==> config.mk <==
export PLATFORM = sky130hd
export DESIGN_NAME = regbank_port_arbiter
export DESIGN_NICKNAME = d
export VERILOG_FILES = /design/src/rtl/regbank_port_arbiter.sv
export SDC_FILE = /design/constraint.sdc
export NUM_CORES = 1
export LEC_CHECK = 0
export CORE_MARGIN = 3
export CORE_UTILIZATION = 43
export DETAILED_ROUTE_END_ITERATION = 12
export HOLD_SLACK_MARGIN = 0.12
export PLACE_DENSITY = 0.95
export SKIP_CTS_REPAIR_TIMING = 1
export SYNTH_ARGS = -nofsm -noshare
export SYNTH_HDL_FRONTEND = slang
export SYNTH_SLANG_ARGS = --single-unit
==> constraint.sdc <==
create_clock -name clk -period 8.7 [get_ports clk]
set_clock_uncertainty 0.1 [all_clocks]
set_input_delay 0.87 -clock clk [delete_from_list [all_inputs] [get_ports clk]]
set_output_delay 0.87 -clock clk [all_outputs]
set_load 0.05 [all_outputs]
==> src/rtl/regbank_port_arbiter.sv <==
// Round-robin req/gnt arbiter sharing the register bank's single select/write/read port.
// Define REGARB_WB_PRIORITY_EN to let the writeback requester (index NREQ-1) bypass the round robin.

module regbank_port_arbiter_chk #(
  parameter int NREQ = 3
) (
  input  logic            clk,
  input  logic            reset,
  input  logic [NREQ-1:0] gnt,
  input  logic [NREQ-1:0] rvalid,
  input  logic            busy,
  input  logic            bank_write
);

  a_gnt_onehot:    assert property (@(posedge clk) disable iff (reset) $onehot0(gnt));
  a_rvalid_onehot: assert property (@(posedge clk) disable iff (reset) $onehot0(rvalid));
  a_busy_is_gnt:   assert property (@(posedge clk) disable iff (reset) busy == (|gnt));
  a_write_in_acc:  assert property (@(posedge clk) disable iff (reset) bank_write |-> busy);

endmodule

module regbank_port_arbiter #(
  parameter int NREQ   = 3,
  parameter int ADDR_W = 4,
  parameter int DATA_W = 32
) (
  input  logic                   clk,
  input  logic                   reset,
  input  logic [NREQ-1:0]        req,
  input  logic [NREQ-1:0]        we,
  input  logic [NREQ*ADDR_W-1:0] addr,
  input  logic [NREQ*DATA_W-1:0] wdata,
  output logic [NREQ-1:0]        gnt,
  output logic [NREQ-1:0]        rvalid,
  output logic [DATA_W-1:0]      rdata,
  output logic                   busy,
  output logic [ADDR_W-1:0]      bank_select,
  output logic                   bank_write,
  output logic [DATA_W-1:0]      bank_dataIn,
  input  logic [DATA_W-1:0]      bank_dataOut
);

  localparam int IDX_W = (NREQ > 1) ? $clog2(NREQ) : 1;
  localparam logic [IDX_W:0]   NREQ_W   = (IDX_W + 1)'(NREQ);
  localparam logic [IDX_W-1:0] LAST_IDX = IDX_W'(NREQ - 1);
  localparam logic [IDX_W-1:0] ONE_IDX  = IDX_W'(1);

  typedef enum logic [0:0] {
    IDLE   = 1'b0,
    ACCESS = 1'b1
  } state_t;

  state_t             state_r;
  logic [IDX_W-1:0]   rr_ptr_r;
  logic               rd_pend_r;
  logic [NREQ-1:0]    gnt_r;
  logic [NREQ-1:0]    rvalid_r;
  logic [DATA_W-1:0]  rdata_r;
  logic               busy_r;
  logic [ADDR_W-1:0]  bank_sel_r;
  logic               bank_we_r;
  logic [DATA_W-1:0]  bank_din_r;

  logic [NREQ-1:0]    elig_s;
  logic [2*NREQ-1:0]  dbl_s;
  logic [NREQ-1:0]    rot_s;
  logic               rr_found_s;
  logic [IDX_W-1:0]   off_s;
  logic [IDX_W:0]     sum_s;
  logic [IDX_W-1:0]   rr_win_s;
  logic               found_s;
  logic               prio_s;
  logic [IDX_W-1:0]   win_s;
  logic [IDX_W-1:0]   rr_next_s;
  logic [NREQ-1:0]    win_oh_s;
  logic [ADDR_W-1:0]  win_addr_s;
  logic               win_we_s;
  logic [DATA_W-1:0]  win_wdata_s;

  assign gnt         = gnt_r;
  assign rvalid      = rvalid_r;
  assign rdata       = rdata_r;
  assign busy        = busy_r;
  assign bank_select = bank_sel_r;
  assign bank_write  = bank_we_r;
  assign bank_dataIn = bank_din_r;

  // Round-robin search: rotate so rr_ptr_r sits at bit 0, take the lowest set bit, rotate back.
  // The requester granted this cycle still holds req, so it is masked out.
  always_comb begin
    elig_s     = req & ~gnt_r;
    dbl_s      = {elig_s, elig_s} >> rr_ptr_r;
    rot_s      = dbl_s[NREQ-1:0];
    rr_found_s = |rot_s;
    off_s      = {IDX_W{1'b0}};
    for (int i = NREQ - 1; i >= 0; i--) begin
      off_s = rot_s[i] ? IDX_W'(i) : off_s;
    end
    sum_s    = {1'b0, rr_ptr_r} + {1'b0, off_s};
    rr_win_s = (sum_s >= NREQ_W) ? IDX_W'(sum_s - NREQ_W) : IDX_W'(sum_s);
  end

  // Final winner selection and extraction of the winner's access fields
  always_comb begin
`ifdef REGARB_WB_PRIORITY_EN
    if (elig_s[NREQ-1]) begin
      found_s = 1'b1;
      prio_s  = 1'b1;
      win_s   = LAST_IDX;
    end else begin
      found_s = rr_found_s;
      prio_s  = 1'b0;
      win_s   = rr_win_s;
    end
`else
    found_s = rr_found_s;
    prio_s  = 1'b0;
    win_s   = rr_win_s;
`endif
    rr_next_s   = (win_s == LAST_IDX) ? {IDX_W{1'b0}} : (win_s + ONE_IDX);
    win_oh_s    = {NREQ{1'b0}};
    win_addr_s  = {ADDR_W{1'b0}};
    win_we_s    = 1'b0;
    win_wdata_s = {DATA_W{1'b0}};
    for (int i = 0; i < NREQ; i++) begin
      win_oh_s[i] = (win_s == IDX_W'(i));
      win_addr_s  = win_oh_s[i] ? addr[i*ADDR_W +: ADDR_W]  : win_addr_s;
      win_we_s    = win_oh_s[i] ? we[i]                     : win_we_s;
      win_wdata_s = win_oh_s[i] ? wdata[i*DATA_W +: DATA_W] : win_wdata_s;
    end
  end

  // Access FSM: latch the winner onto the bank port, return read data the cycle after the grant
  always_ff @(posedge clk or posedge reset) begin
    if (reset) begin
      state_r    <= IDLE;
      rr_ptr_r   <= {IDX_W{1'b0}};
      rd_pend_r  <= 1'b0;
      gnt_r      <= {NREQ{1'b0}};
      rvalid_r   <= {NREQ{1'b0}};
      rdata_r    <= {DATA_W{1'b0}};
      busy_r     <= 1'b0;
      bank_sel_r <= {ADDR_W{1'b0}};
      bank_we_r  <= 1'b0;
      bank_din_r <= {DATA_W{1'b0}};
    end else begin
      case (state_r)
        ACCESS: begin
          if (rd_pend_r) begin
            rvalid_r <= gnt_r;
            rdata_r  <= bank_dataOut;
          end else begin
            rvalid_r <= {NREQ{1'b0}};
          end
        end
        IDLE: begin
          rvalid_r <= {NREQ{1'b0}};
        end
        default: begin
          rvalid_r <= {NREQ{1'b0}};
        end
      endcase

      if (found_s) begin
        state_r    <= ACCESS;
        gnt_r      <= win_oh_s;
        busy_r     <= 1'b1;
        bank_sel_r <= win_addr_s;
        bank_din_r <= win_wdata_s;
        // x0 is hardwired to zero: the write is granted but never reaches the bank
        bank_we_r  <= win_we_s && (win_addr_s != {ADDR_W{1'b0}});
        rd_pend_r  <= ~win_we_s;
        if (!prio_s) begin
          rr_ptr_r <= rr_next_s;
        end
      end else begin
        state_r   <= IDLE;
        gnt_r     <= {NREQ{1'b0}};
        busy_r    <= 1'b0;
        bank_we_r <= 1'b0;
        rd_pend_r <= 1'b0;
      end
    end
  end

  regbank_port_arbiter_chk #(.NREQ(NREQ)) u_chk (
    .clk        (clk),
    .reset      (reset),
    .gnt        (gnt_r),
    .rvalid     (rvalid_r),
    .busy       (busy_r),
    .bank_write (bank_we_r)
  );

endmodule
==> impl_results.md, run 1 <==
* Status: completed
* Post-Syn Area at 4130 µm²
* First DRT Iteration DRCs at 158
* Die area at 10800 µm²
* Number of vias after detailed routing at 3529
* Core Area at 9280 µm²
* Worst slew margin at 15.1%
* Syn_nets at 486
* Vias per Instance at 5.14
* Flop-to-flop setup slack at 4240 ps
* Longest Clk Path Bufs at 2
* Async SR Flop Fraction at 100%
* Placement row count at 35
* Chip Width at 104 µm
* Flops & latches, synth at 79
* Largest net degree at the start of global routing at 80
* Cell taking the most area after synthesis: dfrtp_1
* EDFF count, synth at 0
* Total CTS buffers at 9
* Port Buf Inserts at 223
* DR WL/cell at 17.7 µm
* Period utilisation layout at 58.1%
* R2r startpoint: gnt[1]$_DFF_PP0_
* Initial core utilization at 44.5%
* Fmax at 198 MHz
* Crit path kind: in2reg
* Share of layout cells above drive strength 1 at 21.9%
* WL final at 12.2 mm
* Fin. Hold Viols at 0
* H-tree levels at 3
* Crit end category: register
* CP max FO at 36
* Top-level I/O count at 224
* Antenna violations before repair at 0
* Main synth FF type: dfrtp_1
* DRC viols at 0
* DR pass1 iterations at 4
* # fillers at 663
* Critical Path Source Type: primary input
* Post-route ant nets at 0
* Max-slew violation count at 0
* Overflow after GRT at 0
* # diodes at 0
* Hold WC Path Type: reg2reg
* P&R area growth vs syn at 61.2%
* Global placer's final weighted congestion at 0.884
* First-pass GRT wire length at 19.6 mm
* Synth cell types at 43
* Hold Path Origin: bank_select[0]$_DFFE_PP0N_
* Worst skew pair latency at 330 ps
* TNS Setup at 0 ps
* Clock Tree Root: clkbuf_8
* GR Util All Layers at 22.4%
* Finish-stage setup viols at 0
* Crit. Startpoint: req[1]
* Yosys warning total at 0
* Vert. Die Dim at 104 µm
* CTS tree: done
* Required @ worst endpoint at 8860 ps
* Post-DP HPWL at 9.41 mm
* RSZ-0062 raised after global routing: no
* Max cap viols at 0
* Synth Instances at 335
* Clk sinks at 79
* Final Critical Period at 5050 ps
* Vias in the first global route at 3733
* Seq/Total Area, Yosys at 47.8%
* Clk slew on worst S/H paths at 80 ps
* WP data arrival at 5210 ps
* Final net count at 704
* Synth Area per Inst at 12.3 µm²
* Largest cells by area after synthesis: dfrtp_1, mux2_2, a221oi_2, mux2_4, nor2_1
* Worst-margin pin slew at 1270 ps
* Share of the synthesized area in the top cell type at 47.8%
[layout make-up]
cell class,instances,area (µm²),area share [%]
clock buffer,9,124,1.86
multi-input combinational,230,2030,30.5
clock inverter,6,86.3,1.30
inverter,6,23.8,0.357
timing repair buffer,227,2260,33.9
sequential,79,1980,29.7
tap,129,161,2.42
[cell usage in the layout, fill, tap and decap left out, types with 3 or more instances in the layout]
master,netlist,final
o22ai_1,3,3
nor2_1,69,69
nand2_1,6,6
clkdlybuf4s50_1,0,223
a21o_1,4,4
a221oi_1,4,4
inv_1,5,4
o31ai_1,3,3
mux2_2,39,39
clkinv_2,0,3
mux2_4,28,28
buf_4,4,4
and3_1,4,4
dfrtp_1,79,79
nor3_1,3,3
nand2b_1,4,4
a221oi_2,28,28
o211ai_1,3,3
clkbuf_8,0,9
a21oi_1,6,6
[stage by stage]
stage | instances | setup slack (ps) | util [%] | area, µm² | hold WS [ps]
floorplan | 335 | 4850 | - | 4130 | 412
global placement | 671 | 3450 | 69.5 | 6450 | 371
detailed placement | 671 | 3280 | 69.5 | 6450 | 381
CTS | 686 | 3610 | 71.8 | 6670 | 399
global route | 686 | 3370 | 71.8 | 6670 | 429
finish | 686 | 3650 | 71.8 | 6670 | 392
[cells in the mapped netlist, types with 2 or more instances]
| cell type | instances |
|---|---|
| nand2b_1 | 4 |
| o211ai_1 | 3 |
| clkbuf_1 | 3 |
| buf_1 | 7 |
| nor2_1 | 69 |
| a221oi_2 | 28 |
| a2bb2oi_1 | 2 |
| and3_1 | 4 |
| mux2_4 | 28 |
| nor3b_1 | 2 |
| ha_1 | 2 |
| dfrtp_1 | 79 |
| buf_2 | 3 |
| nor3_1 | 3 |
| a21o_1 | 4 |
| buf_4 | 4 |
| nor2b_1 | 2 |
| o31ai_1 | 3 |
| buf_6 | 3 |
| a21oi_1 | 6 |
| nand3b_1 | 2 |
| mux2_2 | 39 |
| a221oi_1 | 4 |
| nand2_1 | 6 |
| inv_1 | 5 |
| o22ai_1 | 3 |
[cells by family (layout without fill, tap and decap cells)]
family / Yosys count / count (layout) / share of synthesized area, %
buffers and inverters: 26 / 248 / 3.36
AO/OA/AOI/OAI: 60 / 60 / 16.1
flip-flops: 79 / 79 / 47.8
multiplexers: 67 / 67 / 20.8
AND/OR/NAND/NOR: 100 / 100 / 10.9
adder cells (fa/ha/maj): 3 / 3 / 1.09
[final timing paths]
path                                               to  cells after the start
hold / removal             bank_select[0]$_DFFE_PP0N_                      2
setup reg to reg                 bank_write$_DFF_PP0_                     14
hold reg to reg            bank_select[0]$_DFFE_PP0N_                      2
min in group asynchronous       rdata[22]$_DFFE_PP0P_                      3
max in group asynchronous            gnt[0]$_DFF_PP0_                      3
setup / recovery                 bank_write$_DFF_PP0_                     15
[flip-flops by register name (all words and copies together), names as in the netlist]
signal       count
bank_dataIn     32
rdata           32
bank_select      4
gnt              3
rvalid           3
rr_ptr_r         2
bank_write       1
busy             1
rd_pend_r        1
[worst max-delay path, cell delays in order]
cell,delay (ps)
clkdlybuf4s50_1,450
nor2b_1,440
a31oi_1,160
a21oi_1,180
ha_1,160
inv_1,50
fa_1,520
inv_1,70
ha_1,210
nor3b_1,330
o21ai_4,70
buf_4,310
nor2_4,920
a22o_1,290
o311a_1,160
[routing by layer]
metal  vias to the layer above  routed length [µm]  global-route usage (%)
li1                       1663                   -                       -
met1                      1692                4730                    26.2
met4                         0                 146                    4.84
met5                         -                   0                       0
met3                        12                 992                    6.58
met2                       162                6300                    40.6
Power of run 1 is left out: the tool's default activity adds up to more than one toggle a clock period on the data nets, which glitch-free logic cannot reach.
==> run 2: changes to the inputs <==
- CORE_UTILIZATION: 43 -> 39
- PLACE_DENSITY: 0.95 -> 0.92
- clock period: 8.7 -> 5.24 ns (I/O delays scaled with it)
==> impl_results.md, run 2 (synthesized netlist as in run 1, its figures left out) <==
* Share of layout cells above drive strength 1 at 22.4% (was 21.9%)
* First DRT Iteration DRCs at 170 (was 158)
* DR WL/cell at 18.0 µm (was 17.7 µm)
* Core Area at 10000 µm² (was 9280 µm²)
* Period utilisation layout at 79.4%
* Critical Path Source Type: primary input (unchanged)
* Initial core utilization at 41.2% (was 44.5%)
* Crit. Startpoint: req[1] (unchanged)
* Longest Clk Path Bufs at 2 (unchanged)
* Largest net degree at the start of global routing at 80 (unchanged)
* Hold Path Origin: rdata[19]$_DFFE_PP0P_ (was bank_select[0]$_DFFE_PP0N_)
* Status: completed (unchanged)
* Worst slew margin at 12.0% (was 15.1%)
* Hold WC Path Type: reg2reg (unchanged)
* Commonest non-fill, non-tap cell in the layout: clkdlybuf4s50_1 (unchanged)
* Critical Path End: bank_dataIn[14]$_DFFE_PP0N_ (was bank_write$_DFF_PP0_)
* Placement row count at 36 (was 35)
* Final Critical Period at 4160 ps
* WP data arrival at 4300 ps (was 5210 ps)
* FF-to-FF End: bank_dataIn[14]$_DFFE_PP0N_ (was bank_write$_DFF_PP0_)
* Clk slew on worst S/H paths at 80 ps (about the same)
* Worst-margin pin slew at 1320 ps (was 1270 ps)
* Crit path kind: in2reg (unchanged)
* Post-route ant nets at 0 (unchanged)
* TNS Setup at 0 ps (unchanged)
* Most frequent cells in the layout: clkdlybuf4s50_1, dfrtp_1, nor2_1 (unchanged)
* Vias per Instance at 5.12 (was 5.14)
* Post-DP HPWL at 9.53 mm (was 9.41 mm)
* DRC viols at 0 (unchanged)
* Crit end category: register (unchanged)
* WL final at 12.5 mm (was 12.2 mm)
* R2R cell count at 15 (was 14)
* Vert. Die Dim at 109 µm (was 104 µm)
* CTS tree: done (unchanged)
* Flop-to-flop setup slack at 1280 ps (was 4240 ps)
* Fin. Hold Viols at 0 (unchanged)
* Overflow after GRT at 0 (unchanged)
* Die area at 11900 µm² (was 10800 µm²)
* Port Buf Inserts at 223 (unchanged)
* R2r startpoint: gnt[2]$_DFF_PP0_ (was gnt[1]$_DFF_PP0_)
* Non-Filler Instances at 695 (was 686)
* Finish-stage setup viols at 0 (unchanged)
* P&R area growth vs syn at 62.3% (was 61.2%)
* Max-slew violation count at 0 (unchanged)
* Required @ worst endpoint at 5380 ps (was 8860 ps)
* Max cap viols at 0 (unchanged)
* CP max FO at 12 (was 36)
* Final net count at 708 (was 704)
* Top-level I/O count at 224 (unchanged)
* Global placer's final weighted congestion at 0.860 (was 0.884)
* Clock Tree Root: clkbuf_8 (unchanged)
* Post-Place Cells at 679 (was 671)
* Chip Width at 109 µm (was 104 µm)
* Fmax at 240 MHz
* # diodes at 0 (unchanged)
* Number of vias after detailed routing at 3556 (was 3529)
* H-tree levels at 3 (unchanged)
* First-pass GRT wire length at 19.2 mm (was 19.6 mm)
* Antenna violations before repair at 0 (unchanged)
* Vias in the first global route at 3877 (was 3733)
* Worst skew pair latency at 350 ps (was 330 ps)
* RSZ-0062 raised after global routing: no (unchanged)
* Total CTS buffers at 9 (unchanged)
* DR pass1 iterations at 4 (unchanged)
* GR Util All Layers at 21.1% (was 22.4%)
* Clk sinks at 79 (unchanged)
## run 2: cell types whose count changed in the layout (fill, tap and decap cells not counted)
cell / delta
inv_6: +1
buf_4: +4
clkbuf_1: +1
clkinv_4: +1
clkinv_2: -2
## run 2: worst max-delay path: stages
cell and delay, ps:
clkdlybuf4s50_1 450, nor2b_1 410, nor3_1 100, a31oi_1 160, a21oi_1 90, ha_1 190, inv_1 60, fa_1 450
inv_1 80, ha_1 190, and2b_4 230, o21ai_4 380, buf_4 350, mux2_4 330, a221oi_2 220, nor2_1 60
## run 2: stage by stage
step | utilization [%] | cell area, µm² | worst slack (ps) | hold slack [ps]
after floorplan | - | 4130 | 1560 | 412
after global placement | 64.6 | 6490 | 878 | 380
after detailed placement | 64.6 | 6490 | 734 | 386
after CTS | 66.8 | 6710 | 1100 | 410
after global routing | 66.8 | 6710 | 776 | 428
final | 66.8 | 6710 | 1080 | 409
## run 2: final cells by class
type	count	area, µm²
sequential	79	1980
multi-input combinational	230	2030
tap	133	166
inverter	6	23.8
clock inverter	6	93.8
timing repair buffer	231	2290
fill	733	3330
clock buffer	10	128
## run 2: worst min path at each step
stage               cells after the start                          to  slack, ps
global placement                        2  bank_select[2]$_DFFE_PP0N_        380
detailed placement                      2  bank_select[2]$_DFFE_PP0N_        390
finish                                  1       rdata[19]$_DFFE_PP0P_        410
floorplan                               1         rvalid[0]$_DFF_PP0_        410
global route                            1       rdata[29]$_DFFE_PP0P_        430
CTS                                     1       rdata[29]$_DFFE_PP0P_        410
## run 2: layer usage
metal | GRT usage [%] | up-vias | share of wire, %
met5 | 0 | - | 0
met4 | 7.39 | 0 | 1.1
met3 | 7.10 | 14 | 9.9
met2 | 38.6 | 167 | 52
met1 | 22.4 | 1706 | 37
li1 | - | 1669 | -
Power of run 2 is left out for the same reason.
